### src/rtl/fwid_pkg.sv
// fwid_pkg: shared widths and FSM state encodings for the firmware-ID read controller.
package fwid_pkg;
  localparam int FWID_W = 64;
  localparam int FWID_AW = 6;
  localparam logic [1:0] IDLE = 2'd0;
  localparam logic [1:0] FETCH = 2'd1;
  localparam logic [1:0] ACK = 2'd2;
endpackage

### src/rtl/fwid_rr_arb.sv
// fwid_rr_arb: 2-way round-robin arbiter; the pointer's requester wins, else the other one.
module fwid_rr_arb (
  input  logic [1:0] req,
  input  logic       ptr,
  input  logic       enable,
  output logic [1:0] grant
);
  always_comb begin
    grant = !enable ? 2'b00 :
            req[ptr] ? (ptr ? 2'b10 : 2'b01) :
            req[~ptr] ? (ptr ? 2'b01 : 2'b10) : 2'b00;
  end
endmodule

### src/rtl/fwid_read_ctrl.sv
// fwid_read_ctrl: walks the 64x1 firmware-ID ROM once per refresh and serves the cached word to two requesters.
module fwid_read_ctrl #(
  parameter int NREQ = 2,
  parameter int FWID_W = fwid_pkg::FWID_W,
  parameter int FWID_AW = fwid_pkg::FWID_AW
) (
  input  logic               clk,
  input  logic               rst,
  output logic [FWID_AW-1:0] rom_addr,
  input  logic               rom_data,
  input  logic [NREQ-1:0]    req,
  output logic [NREQ-1:0]    ack,
  output logic [FWID_W-1:0]  id_word,
  output logic               id_valid,
  input  logic               refresh,
  output logic               busy
);
  import fwid_pkg::*;
  logic [1:0] state;
  logic ptr, pending, any_req;
  logic [NREQ-1:0] grant;
  assign any_req = |req;
  assign busy = (state == FETCH);
  fwid_rr_arb u_arb (
    .req(req),
    .ptr(ptr),
    .enable(state != ACK),
    .grant(grant)
  );
  always_ff @(posedge clk or posedge rst) begin
    if (rst) begin
      state <= IDLE;
      rom_addr <= '0;
      ack <= '0;
      id_word <= '0;
      id_valid <= 1'b0;
      ptr <= 1'b0;
      pending <= 1'b0;
    end else begin
      case (state)
        IDLE:
          if (refresh || pending || (any_req && !id_valid)) begin
            state <= FETCH;
            rom_addr <= '0;
            id_valid <= 1'b0;
            pending <= 1'b0;
          end else if (any_req) begin
            state <= ACK;
            ack <= grant;
          end
        FETCH: begin
          id_word[rom_addr] <= rom_data;
          if (refresh) rom_addr <= '0;
          else if (rom_addr == FWID_AW'(FWID_W - 1)) begin
            rom_addr <= '0;
            id_valid <= 1'b1;
            state <= any_req ? ACK : IDLE;
            ack <= grant;
          end else rom_addr <= rom_addr + 1'b1;
        end
        ACK: begin
          // a refresh here must not disturb the word the current holder is reading
          if (refresh) pending <= 1'b1;
          if (!(|(ack & req))) begin
            ack <= '0;
            ptr <= ~ptr;
            state <= IDLE;
          end
        end
        default: state <= IDLE;
      endcase
    end
  end
endmodule

### config.mk
export PLATFORM = sky130hd
export DESIGN_NAME = fwid_read_ctrl
export DESIGN_NICKNAME = d
export VERILOG_FILES = /design/src/rtl/fwid_pkg.sv /design/src/rtl/fwid_rr_arb.sv /design/src/rtl/fwid_read_ctrl.sv
export SDC_FILE = /design/constraint.sdc
export NUM_CORES = 1
export LEC_CHECK = 0
export CAP_MARGIN = 20
export CORE_MARGIN = 3
export CORE_UTILIZATION = 29
export DETAILED_ROUTE_END_ITERATION = 8
export PLACE_DENSITY = 0.51
export SYNTH_ARGS = -nofsm -noshare
export SYNTH_HDL_FRONTEND = slang
export SYNTH_SLANG_ARGS = --single-unit
### constraint.sdc
create_clock -name clk -period 4.3 [get_ports clk]
set_input_delay 0.43 -clock clk [delete_from_list [all_inputs] [get_ports clk]]
set_output_delay 0.43 -clock clk [all_outputs]
set_load 0.02 [all_outputs]
* Word-level counts from Yosys, hierarchy flattened
Cells that the tools add are included.
** Operators by class
- $add $sub $neg :: 1
- Magnitude comparators :: 4
- Equal/unequal tests :: 12
- Mux-type cells :: 34
- Bitwise logic cells :: 3
- Reduce and logical (&&, ||, !) cells :: 17
** Operators with widths (count)
- 64-bit bitwise mux :: 1
- 2-bit two-way mux :: 15
- 6-bit two-way mux :: 3
- 2-bit != test, second input constant :: 7
- 2-bit one-hot mux with 3 select lines :: 2
- 6-bit one-hot mux with 2 select lines :: 1
- 1-bit two-way mux :: 9
- 4-bit AND reduction :: 2
- 6-bit by 7-bit < comparator with 1-bit output, second input constant :: 1
- 6-bit by 1-bit adder with 6-bit output, second input constant :: 1
- 1-bit demux with 6-bit select :: 1
- 6-bit equality test, second input constant :: 1
- 6-bit by 1-bit >= comparator with 1-bit output, second input constant :: 1
- 6-bit AND reduction :: 1
- 1-bit by 2-bit < comparator with 1-bit output, second input constant :: 2
- 1-bit one-hot mux with 2 select lines :: 2
- 2-bit AND reduction :: 2
- 2-bit nonzero test :: 2
- 2-bit OR reduction :: 2
- 3-bit != test, second input constant :: 1
- 3-bit AND reduction :: 1
- 3-bit nonzero test :: 1
- 2-bit bitwise AND :: 1
- 2-bit by 1-bit equality test with 1-bit output, second input constant :: 1
- 7 further kinds :: 10
** Word-level totals
- Register bits after elaboration :: 77
- Bits of input ports :: 6

* Longest topological paths before layout
- Word-level depth :: 9
- Gate-level depth with buffers :: 7
- Gate-level depth less buffers :: 5

* Cells and area by module
A second synthesis with hierarchy kept.
** Unflattened totals
- Cells, all modules :: 315
- Area, all modules :: 3618.5 um^2
** By module, submodules not included
- fwid_read_ctrl :: instances 1, cells an instance 310, area an instance 3597.2 um^2
- fwid_rr_arb :: instances 1, cells an instance 5, area an instance 21.3 um^2

* Worst setup path before layout
OpenSTA, ideal clock, no wires.
- Kind :: register -> register
- From :: register rom_addr[5]
- To :: register id_word[15]
- Library setup time :: 0.125 ns
- Arrival time :: 1.542 ns
- Required time :: 4.175 ns
- Slack :: 2.633 ns
- Stages on the path, launching flop included :: 5
- Period minus slack after synthesis :: 1.667 ns
- Cell sequence :: dfrtp_1 -> clkbuf_2 -> or3b_2 -> nor2_1 -> mux2_2
** On the way
- Longest elaborated chain between the ends :: 5
- Elaborated cells between the ends (all ways) :: 6
- Classes of those cells :: order compare: 2; mux: 3; reduce/logical: 1
** RTL lines
- start: declaration :: RTL line fwid_read_ctrl.sv:9 : output logic [FWID_AW-1:0] rom_addr,
- start signal: assignment :: RTL line fwid_read_ctrl.sv:59 : end else rom_addr <= rom_addr + 1'b1;
- 6-bit by 7-bit < comparator with 1-bit output (not written as such) or 6-bit by 1-bit >= comparator with 1-bit output (tied branches) :: RTL line fwid_read_ctrl.sv:52 : id_word[rom_addr] <= rom_data;
- 1-bit logical AND (not written as such) :: RTL line fwid_read_ctrl.sv:52
- 1-bit two-way mux (not written as such) :: RTL line fwid_read_ctrl.sv:52
- 1-bit demux with 6-bit select * :: RTL line fwid_read_ctrl.sv:52
- 64-bit bitwise mux * :: RTL line fwid_read_ctrl.sv:52
- end signal: indexed assignment :: RTL line fwid_read_ctrl.sv:52
- end: declaration :: RTL line fwid_read_ctrl.sv:13 : output logic [FWID_W-1:0] id_word,
Mark *: on every way between the ends. The rest lies on a longest branch, timed or not.
A chain may end at the register's enable or synchronous reset.

* Worst setup path after layout
- From :: register rom_addr[3]
- To :: output rom_addr[3]
No word-level cell between the ends.

==> summary.log <==
[finish] fin nets 387
[placement] Port Buffers 79
[route] Vias/cell 4.839
[finish] Layout Utilization 0.4038
[route] ANT nets after route 0
[setup_path] largest driver fanout on the critical path 20
[timing] transition time at the pin with the least slew margin 1.017 ns
[setup_path] slowest stage cell on the critical path dfrtp_1
[clock_tree] buffers inserted by post-CTS timing repair 0
[synth] post-synthesis async set-or-reset flop share 1.000
[synth] number of warnings printed during yosys synthesis 0
[floorplanning] die span in x 116.9 um
[timing] post-route minimum period 2.283 ns
[synth] flip-flop and latch count after synthesis 77
[clock_tree] Post-CTS Resized 0
[route] final routed wirelength across all metal layers 8722 um
[timing] maximum frequency from static timing analysis 438.0 MHz
[synth] Mapped Cells 312
[clock_tree] clock tree root buffer cell clkbuf_16
[setup_path] Top delay family on crit path flip-flops
[grt] antenna violations before repair 0
[timing] Final period util 0.5309
[min_path] cell depth of the worst hold path 1
[timing] headroom to the max-slew limit 0.3221
[floorplanning] core area 11710 um^2
[finish] Finished Layout Cells 528
[placement] number of placed instances with taps included 512
[floorplanning] area of the die 13680 um^2
[timing] final setup violation count 0
[grt] via count of the first global-routing pass 2633
[synth] top_reg_cell synth dfrtp_1
[setup_path] Worst R2R Path Depth 4
[finish] most common cell after layout, fill and taps aside clkdlybuf4s50_1
[power_and_ir_drop] leakage power summed over all cells 1.996 nW
[synth] post-synthesis instance area 3570 um^2
[synth] Net Count, Synth 319
[clock_tree] number of levels the H-tree was split into 3
[finish] n_diodes 0
[clock_tree] later-pin clock latency in the skew report 0.33 ns
[floorplanning] number of core rows 39
[route] number of search-and-repair iterations in the first detailed-routing pass 4
[timing] number of hold-slack violations in the final timing report 0
[synth] EDFF count, synth 0
[setup_path] critical path type flop to output port
[setup_path] biggest cell delay along the critical path 0.79 ns
[timing] total negative setup slack 0 ns
[setup_path] Levels on crit path 1
[finish] Area Overhead vs Synth 32.49%
[clock_tree] TritonCTS Buffers 9
[grt] maximum number of pins on one net before global-route repair 65
[floorplanning] die boundary height 116.9 um
[timing] Final Worst Setup Slack 2.017 ns
[floorplanning] IO Pins 80
[timing] Final Hold Slack 0.5028 ns
[clock_tree] TritonCTS clock tree built
[clock_tree] clock sink count 77
[grt] total track usage 0.1332
[power_and_ir_drop] worst voltage drop across the vdd grid 0.0003001 V
[grt] aggregate global routing overflow 0
[power_and_ir_drop] power density over the cells 386.0 nW/um^2
[timing] setup repair after global routing missed its margin no
[floorplanning] initial core utilization 0.3048
[setup_path] capturing element type of the critical path output port
[clock_tree] Bufs on Longest Clock Path 2
[setup_path] critical path required time 3.87 ns
[synth] Yosys cell types 43
[synth] Synth Area per Inst 11.44 um^2
[finish] most used cells in the layout excluding fill and tap cells clkdlybuf4s50_1, dfrtp_1, mux2_2, nand2_1, nor2_1
[finish] layout cell share with drive strength beyond 1 0.2364
[setup_path] count of buffering cells on the critical path with inverters included 1
[min_path] path type of the worst min-delay path flop to flop
[setup_path] data arrival time at the worst-slack endpoint 1.85 ns
[clock_tree] post-cts hold buffer count 0
[placement] post-place setup slack 2.188 ns
[placement] last weighted congestion value of the routability-driven placer 0.7172
[timing] final clock skew 0.004809 ns
[route] number of DRC markers in iteration 0 95
[grt] wire length of the first global-routing pass 13950 um
[synth] sequential fraction of the synthesis area 0.5398
[setup_path] kind of start point of the critical path flop
[run_status] outcome completed
[clock_tree] CTS clk-pin slew, worst paths 0.06 ns
[timing] final number of max-transition violations 0
[route] DRC violation count after routing 0
[placement] final HPWL from detailed placement 5729 um
[setup_path] critical-path cell list clkdlybuf4s50_1
[route] WL per Instance 16.52 um
[job] Max Cap Viol 0
[route] detailed-route via count 2555
## registers in the layout (all words and copies together) (netlist names)
signal	cells
ptr	1
rom_addr	6
id_valid	1
id_word	64
state	2
pending	1
ack	2
## power by group
| group | internal (W) | total, W | switching, W |
|---|---|---|---|
| combinational | 0.000108 | 0.000231 | 0.000122 |
| sequential | 0.000766 | 0.000797 | 0.0000311 |
| clock | 0.000505 | 0.000798 | 0.000294 |
| total | 0.00138 | 0.00183 | 0.000447 |
## metal layers
metal	global-route usage	up-vias	wire (um)
li1	-	1210	-
met1	0.1775	1267	4111
met2	0.2036	66	3850
met3	0.05347	12	662
met4	0.03287	0	97
met5	0	-	0
## cell usage after synthesis, types with 2 or more instances
library cell	count	area (um^2)
nand3b_1	2	15.01
or2_2	2	12.51
nor2_1	41	153.9
and3b_1	3	26.28
a21oi_1	2	10.01
a22oi_1	2	15.01
buf_2	5	25.02
and2_1	2	12.51
nand3_1	4	20.02
nor2b_1	2	12.51
or3b_2	2	17.52
o21ai_0	8	40.04
nand4b_2	3	45.04
mux2i_1	2	20.02
dfrtp_1	77	1927
nand2_1	43	161.4
mux2_2	64	720.7
o31ai_1	3	22.52
buf_4	3	22.52
clkbuf_1	10	37.54
nor3_1	2	10.01
buf_6	3	33.78
nand2b_1	3	18.77
and3_1	2	12.51
inv_1	3	11.26
and4bb_1	2	25.02
## path summary, 6_finish.rpt
path	from	endpoint	slack [ns]
hold reg to reg	id_word[32]	id_word[32]	0.50
max in group asynchronous	rst	id_word[39]	2.65
setup / recovery	rom_addr[3]	rom_addr[3]	2.02
hold / removal	id_word[32]	id_word[32]	0.50
setup reg to reg	rom_addr[5]	id_word[55]	2.26
min in group asynchronous	rst	id_word[27]	0.65
## cell type report
type / instances / area, um^2
inverters: 3 / 11.26
fillers: 1140 / 6982
flip-flops and latches: 77 / 1927
clock inverters: 7 / 90.09
clock buffers: 9 / 225.2
repair buffers: 80 / 793.3
well taps: 143 / 178.9
multi-input cells: 209 / 1504
## cells by family after synthesis
kind of cell / share of synthesized area
flip-flops: 0.5398
adder cells (fa/ha/maj): 0.003505
AO/OA/AOI/OAI: 0.03926
multiplexers: 0.2075
AND/OR/NAND/NOR: 0.1686
buffers and inverters: 0.03890
XOR/XNOR: 0.002454
## metrics by stage
step | power (W) | instance area [um^2]
finish | 0.001826 | 4730
global route | 0.001901 | 4730
CTS | 0.001854 | 4730
detailed placement | 0.001046 | 4414
global placement | 0.001045 | 4414
floorplan | 0.0009335 | 3570
Power figures use the tool's default switching activity.
